[src/rtl/apb_mem_slave_pkg.sv]
// Shared types and default widths for the APB-to-datamem completer.
package apb_mem_pkg;

   localparam int unsigned APB_ADDR_W = 8;
   localparam int unsigned APB_DATA_W = 8;

   typedef enum logic [1:0] {IDLE, WAIT, MEM, RESP} apb_mem_state_t;

endpackage

[src/rtl/apb_mem_slave_if.sv]
// APB3 requester/completer signal bundle for apb_mem_slave.
interface apb_mem_slave_if #(
   parameter int unsigned ADDR_W = 8,
   parameter int unsigned DATA_W = 8
);

   logic              psel;
   logic              penable;
   logic              pwrite;
   logic [ADDR_W-1:0] paddr;
   logic [DATA_W-1:0] pwdata;
   logic              pready;
   logic [DATA_W-1:0] prdata;
   logic              pslverr;

   modport master (
      output psel, penable, pwrite, paddr, pwdata,
      input  pready, prdata, pslverr
   );

   modport slave (
      input  psel, penable, pwrite, paddr, pwdata,
      output pready, prdata, pslverr
   );

endinterface

[src/rtl/apb_mem_slave.sv]
// APB3 completer turning transfers into single-cycle datamem strobes,
// with programmable wait states and out-of-range error responses.
module apb_mem_slave
   import apb_mem_pkg::*;
#(
   parameter int unsigned ADDR_W      = APB_ADDR_W,
   parameter int unsigned DATA_W      = APB_DATA_W,
   parameter int unsigned WAIT_STATES = 1,
   parameter int unsigned MEM_DEPTH   = 256
) (
   input  logic              clk,
   input  logic              rst,
   apb_mem_slave_if.slave    apb,
   output logic [ADDR_W-1:0] read_addr,
   output logic [ADDR_W-1:0] write_addr,
   output logic [DATA_W-1:0] write_data,
   output logic              mem_write,
   output logic              mem_read,
   input  logic [DATA_W-1:0] read_data
);

   localparam int unsigned CNT_W = (WAIT_STATES > 0) ? $clog2(WAIT_STATES + 1) : 1;

   apb_mem_state_t    state_q;
   logic [CNT_W-1:0]  cnt_q;
   logic [ADDR_W-1:0] addr_q;
   logic [DATA_W-1:0] wdata_q;
   logic              write_q;
   logic              err_q;
   logic              pready_q;
   logic              pslverr_q;
   logic [DATA_W-1:0] prdata_q;
   logic              mem_write_q;
   logic              mem_read_q;
   logic [ADDR_W-1:0] read_addr_q;
   logic [ADDR_W-1:0] write_addr_q;
   logic [DATA_W-1:0] write_data_q;

   logic              setup_d;
   logic              err_d;
   logic              enter_mem_d;
   logic [ADDR_W-1:0] addr_d;
   logic [DATA_W-1:0] wdata_d;
   logic              write_d;
   logic              xfer_err_d;

   // Strobes are registered, so they are loaded on the edge that enters MEM;
   // with no wait states that edge is the setup edge and uses the live bus.
   always_comb begin
      setup_d = apb.psel && !apb.penable;
      err_d   = 32'(apb.paddr) >= MEM_DEPTH;
      if (state_q == IDLE) begin
         addr_d      = apb.paddr;
         wdata_d     = apb.pwdata;
         write_d     = apb.pwrite;
         xfer_err_d  = err_d;
         enter_mem_d = setup_d && (WAIT_STATES == 0);
      end else begin
         addr_d      = addr_q;
         wdata_d     = wdata_q;
         write_d     = write_q;
         xfer_err_d  = err_q;
         enter_mem_d = (state_q == WAIT) && apb.psel && (cnt_q == CNT_W'(1));
      end
   end

   always_ff @(posedge clk) begin
      if (rst) begin
         state_q      <= IDLE;
         cnt_q        <= '0;
         addr_q       <= '0;
         wdata_q      <= '0;
         write_q      <= 1'b0;
         err_q        <= 1'b0;
         pready_q     <= 1'b0;
         pslverr_q    <= 1'b0;
         prdata_q     <= '0;
         mem_write_q  <= 1'b0;
         mem_read_q   <= 1'b0;
         read_addr_q  <= '0;
         write_addr_q <= '0;
         write_data_q <= '0;
      end else begin
         mem_write_q <= 1'b0;
         mem_read_q  <= 1'b0;
         if (enter_mem_d) begin
            read_addr_q  <= addr_d;
            write_addr_q <= addr_d;
            write_data_q <= wdata_d;
            mem_write_q  <= write_d && !xfer_err_d;
            mem_read_q   <= !write_d && !xfer_err_d;
         end
         case (state_q)
            IDLE: begin
               if (setup_d) begin
                  addr_q  <= apb.paddr;
                  wdata_q <= apb.pwdata;
                  write_q <= apb.pwrite;
                  err_q   <= err_d;
                  cnt_q   <= CNT_W'(WAIT_STATES);
                  state_q <= (WAIT_STATES == 0) ? MEM : WAIT;
               end
            end
            WAIT: begin
               if (!apb.psel) begin
                  state_q <= IDLE;
               end else if (cnt_q == CNT_W'(1)) begin
                  state_q <= MEM;
               end else begin
                  cnt_q <= cnt_q - CNT_W'(1);
               end
            end
            MEM: begin
               state_q   <= RESP;
               pready_q  <= 1'b1;
               pslverr_q <= err_q;
               prdata_q  <= (!write_q && !err_q) ? read_data : '0;
            end
            RESP: begin
               state_q   <= IDLE;
               pready_q  <= 1'b0;
               pslverr_q <= 1'b0;
               prdata_q  <= '0;
            end
            default: state_q <= IDLE;
         endcase
      end
   end

   assign apb.pready  = pready_q;
   assign apb.pslverr = pslverr_q;
   assign apb.prdata  = prdata_q;
   assign mem_write   = mem_write_q;
   assign mem_read    = mem_read_q;
   assign read_addr   = read_addr_q;
   assign write_addr  = write_addr_q;
   assign write_data  = write_data_q;

endmodule

[src/flat_wrapper.sv]
// flat-port wrapper written by rule: the top's interface ports become plain ports
module apb_mem_slave_flat import apb_mem_pkg::*;
#(
   parameter int unsigned ADDR_W      = APB_ADDR_W,
   parameter int unsigned DATA_W      = APB_DATA_W,
   parameter int unsigned WAIT_STATES = 1,
   parameter int unsigned MEM_DEPTH   = 256
)
  (clk, rst, read_addr, write_addr, write_data, mem_write, mem_read, read_data, apb_psel, apb_penable, apb_pwrite, apb_paddr, apb_pwdata, apb_pready, apb_prdata, apb_pslverr);
  apb_mem_slave_if #(.ADDR_W(ADDR_W), .DATA_W(DATA_W)) apb_i ();
  input  logic clk;
  input  logic rst;
  output logic [ADDR_W-1:0] read_addr;
  output logic [ADDR_W-1:0] write_addr;
  output logic [DATA_W-1:0] write_data;
  output logic mem_write;
  output logic mem_read;
  input  logic [DATA_W-1:0] read_data;
  input wire logic [$bits(apb_i.psel)-1:0] apb_psel;
  input wire logic [$bits(apb_i.penable)-1:0] apb_penable;
  input wire logic [$bits(apb_i.pwrite)-1:0] apb_pwrite;
  input wire logic [$bits(apb_i.paddr)-1:0] apb_paddr;
  input wire logic [$bits(apb_i.pwdata)-1:0] apb_pwdata;
  output wire logic [$bits(apb_i.pready)-1:0] apb_pready;
  output wire logic [$bits(apb_i.prdata)-1:0] apb_prdata;
  output wire logic [$bits(apb_i.pslverr)-1:0] apb_pslverr;
  assign apb_i.psel = apb_psel;
  assign apb_i.penable = apb_penable;
  assign apb_i.pwrite = apb_pwrite;
  assign apb_i.paddr = apb_paddr;
  assign apb_i.pwdata = apb_pwdata;
  assign apb_pready = apb_i.pready;
  assign apb_prdata = apb_i.prdata;
  assign apb_pslverr = apb_i.pslverr;
  apb_mem_slave #(.ADDR_W(ADDR_W), .DATA_W(DATA_W), .WAIT_STATES(WAIT_STATES), .MEM_DEPTH(MEM_DEPTH)) u_core (.clk(clk), .rst(rst), .apb(apb_i), .read_addr(read_addr), .write_addr(write_addr), .write_data(write_data), .mem_write(mem_write), .mem_read(mem_read), .read_data(read_data));
endmodule
[config.mk]
export PLATFORM = sky130hd
export DESIGN_NAME = apb_mem_slave_flat
export DESIGN_NICKNAME = d
export VERILOG_FILES = /design/src/rtl/apb_mem_slave_pkg.sv /design/src/rtl/apb_mem_slave_if.sv /design/src/rtl/apb_mem_slave.sv /design/src/flat_wrapper.sv
export SDC_FILE = /design/constraint.sdc
export NUM_CORES = 1
export LEC_CHECK = 0
export CAP_MARGIN = 25
export CORE_MARGIN = 2
export CORE_UTILIZATION = 40
export DETAILED_ROUTE_END_ITERATION = 6
export DONT_BUFFER_PORTS = 1
export PLACE_DENSITY = 0.51
export SLEW_MARGIN = 30
export SYNTH_ARGS = -nofsm -noshare
export SYNTH_HDL_FRONTEND = slang
export SYNTH_SLANG_ARGS = --single-unit
[constraint.sdc]
create_clock -name clk -period 2.7 [get_ports clk]
set_input_delay 0.135 -clock clk [delete_from_list [all_inputs] [get_ports clk]]
set_output_delay 0.135 -clock clk [all_outputs]
set_load 0.1 [all_outputs]
==> flow_metrics.py <==
metrics = {
    "timing": {
        "setup-violations-final": 0,
        "timing_worst_slew_pin_value_ns": 0.962,
        "finalMaxSlewViolations": 0,
        "post_route_clock_period_utilization": 0.701,
        "finalHoldWorstSlack_ns": 0.00529,
        "layout_min_cycle_time_ns": 1.89,
        "fmax_ghz": 0.529,
        "fin_skew_ns": 0.00577,
        "grt_setup_unrepaired": "no",
        "timing.final.hold_violations": 0,
        "finalSetupTns_ns": 0,
        "timing.slew.headroom": 0.358,
    },
    "power_and_ir_drop": {
        "power_density_mw_per_mm2": 596,
        "post-layout-total-power_uw": 1320,
        "maximum_vdd_drop_uv": 342,
        "cellLeakagePower_uw": 0.000820,
    },
    "grt": {
        "grt_max_degree": 48,
        "grt_usage": 0.169,
        "grt_overflow_total": 0,
        "antenna_found_initial": 0,
        "via_count_of_the_first_global_routing_pass": 1449,
        "grt_pass1_wl_mm": 6.61,
    },
    "drt": {
        "ant_nets": 0,
        "drt_first_iter_violations": 96,
        "routed_via_density": 5.05,
        "route.met3.wl_um": 265,
        "dr.pass1.iters": 4,
        "drt-met1-wl_mm": 1.74,
        "postRouteWirelength_mm": 4.09,
        "vias": 1499,
        "drc": 0,
        "route.top_layer_used": "met4",
        "wl_per_cell_um": 13.8,
        "met2WireLength_mm": 2.03,
    },
    "floorplan": {
        "placementRows": 24,
        "die_outline_area_mm2": 0.00503,
        "starting_density_of_the_core": 0.414,
        "die_height_um": 70.9,
        "design.core.area_mm2": 0.00432,
        "boundaryPins": 65,
        "die_x_um": 70.9,
    },
    "clock_tree": {
        "cts_hold_repair.buffers": 19,
        "cts.repair_timing.setup_buffer_count": 0,
        "clock_insertion_delay_worst_skew_ns": 0.29,
        "cts-htree-levels": 2,
        "tritoncts_clock_tree": "built",
        "cts-buffers-inserted": 5,
        "ctsResizeCount": 0,
        "worst_setup_hold_path_clk_slew_ns": 0.08,
        "cts.sink_count": 47,
        "cts.path.max_buffers": 2,
        "clk_root_buffer_cell": "sky130_fd_sc_hd__clkbuf_8",
    },
    "layout": {
        "layout.cells.most_common": "sky130_fd_sc_hd__nand2_1",
        "layoutNonFillerInstCount": 297,
        "drive_above_1_share": 0.171,
        "finalNetCount": 274,
        "insertedDiodeCount": 0,
        "mostFrequentLayoutCells": "sky130_fd_sc_hd__nand2_1, sky130_fd_sc_hd__a21oi_1, sky130_fd_sc_hd__dfxtp_1",
        "layout.filler_cells": 427,
        "postLayoutCellArea_mm2": 0.00221,
        "multi_input_area_um2": 699,
        "seq_area_um2": 951,
        "area_growth_pct": 23.5,
    },
    "synth": {
        "synth_cell_types": 23,
        "syn_area_mm2": 0.00179,
        "avgSynthCellArea_um2": 8.29,
        "synth-seq-cells": 47,
        "synthCells": 216,
        "syn_nets": 245,
        "synth-warning-count": 0,
        "synth_sequential_area_ratio": 0.525,
    },
    "place": {
        "dpl_cell_area_mm2": 0.00191,
        "hpwl_mm": 2.64,
        "place.port_buffers": 0,
        "placed_instances": 271,
        "globalplace.congestion": 0.684,
    },
    "critical_path": {
        "worst_path_largest_cell_delay_ns": 0.95,
        "critical-path-slowest-cell": "sky130_fd_sc_hd__or4b_1",
        "timing_worst_setup_path_type": "register to register",
        "worst_setup_path_end_kind": "register",
        "worstPathRequired_ns": 2.88,
        "crit_path_start_kind": "register",
        "buf_inv_on_cp": 0,
        "critical_path.top_delay_family": "simple AND/OR/NAND/NOR gates",
        "worst-path-max-fanout": 25,
        "cp.arrival_ns": 2.07,
        "worstPathCellList": "or4b_1, nand2_1, a21oi_1",
    },
    "run": {
        "cap_violations": 0,
    },
    "worst_hold_path": {
        "hold_class": "input port to register",
    },
    "status": {
        "run_status": "completed",
    },
}
-- power breakdown --
group          internal, uW  switching (uW)
clock                   271             217
sequential              709            13.1
combinational          42.0            66.5
-- cells by family (layout without fill, tap and decap cells) --
kind of cell,Yosys count,after routing,synth area share
simple gates,98,98,0.253
flops,47,47,0.525
compound gates,46,46,0.130
buf+inv,23,52,0.0845
other cells,1,1,0.00209
mux,1,1,0.00559
-- worst reg2reg max path: cells and delay by family (launching register included) --
family	cells	cell delay (ns)
compound gates	1	0.08
flops	1	0.54
simple gates	2	1.15
-- Yosys cell counts --
cell                        n  area share
sky130_fd_sc_hd__nand2_1   67        0.14
sky130_fd_sc_hd__dfxtp_1   47        0.53
sky130_fd_sc_hd__buf_6      2       0.013
sky130_fd_sc_hd__nor2_1     4      0.0084
sky130_fd_sc_hd__mux2i_1    1      0.0056
sky130_fd_sc_hd__nor3b_1    1      0.0042
sky130_fd_sc_hd__clkbuf_1   6       0.013
sky130_fd_sc_hd__or4b_1     1      0.0056
sky130_fd_sc_hd__a21oi_1   44        0.12
sky130_fd_sc_hd__nand2b_1  11       0.038
sky130_fd_sc_hd__nand3_1    8       0.022
sky130_fd_sc_hd__and4b_1    1      0.0056
sky130_fd_sc_hd__buf_2      4       0.011
sky130_fd_sc_hd__nor3_1     1      0.0028
sky130_fd_sc_hd__buf_4      9       0.038
sky130_fd_sc_hd__buf_1      1      0.0021
sky130_fd_sc_hd__buf_8      1      0.0084
sky130_fd_sc_hd__conb_1     1      0.0021
sky130_fd_sc_hd__nor2b_1    2      0.0070
sky130_fd_sc_hd__nor4b_4    1       0.013
sky130_fd_sc_hd__o21ai_0    1      0.0028
sky130_fd_sc_hd__nand4b_1   1      0.0049
sky130_fd_sc_hd__o31ai_1    1      0.0042
-- cell type report --
class                   count  share of cell area
clock buffers               6              0.0328
multi-input cells         146               0.316
clock inverters             1              0.0136
well taps                  52              0.0294
repair buffers             45               0.179
flip-flops and latches     47               0.430
-- state kept, by name, summed over array words and instances (netlist names), named ones only --
| register | flops |
|---|---|
| u_core.addr_q | 8 |
| u_core.write_q | 1 |
| u_core.mem_write | 1 |
| u_core.state_q | 1 |
| u_core.apb.prdata | 8 |
| u_core.mem_read | 1 |
| u_core.cnt_q | 1 |
| u_core.apb.pready | 1 |
| u_core.wdata_q | 8 |
| u_core.write_data | 8 |
| u_core.write_addr | 8 |
-- path summary, 6_finish.rpt --
path / start / endpoint / slack (ns) / depth (start not counted)
max reg2reg: register / u_core.wdata_q[6]$_SDFFE_PP0P_ / 0.81 / 3
max: register / u_core.wdata_q[6]$_SDFFE_PP0P_ / 0.81 / 3
min: read_data[5] / u_core.apb.prdata[5]$_SDFFE_PP0P_ / 0.005 / 2
min reg2reg: u_core.addr_q[6]$_SDFFE_PP0P_ / u_core.write_addr[6]$_SDFFE_PP0P_ / 0.45 / 2
-- metrics by stage --
step	worst slack, ns	util
global route	0.567	0.512
finish	0.809	0.512
CTS	0.765	0.512
floorplan	1.19	-
detailed placement	0.779	0.442
global placement	0.882	0.442
-- per-layer routing --
metal / vias up / global-route usage
met2: 57 / 0.298
met5: - / 0
met4: 0 / 0.0692
li1: 748 / -
met3: 5 / 0.0427
met1: 689 / 0.196
No activity file was read; power rests on OpenSTA's default activity.
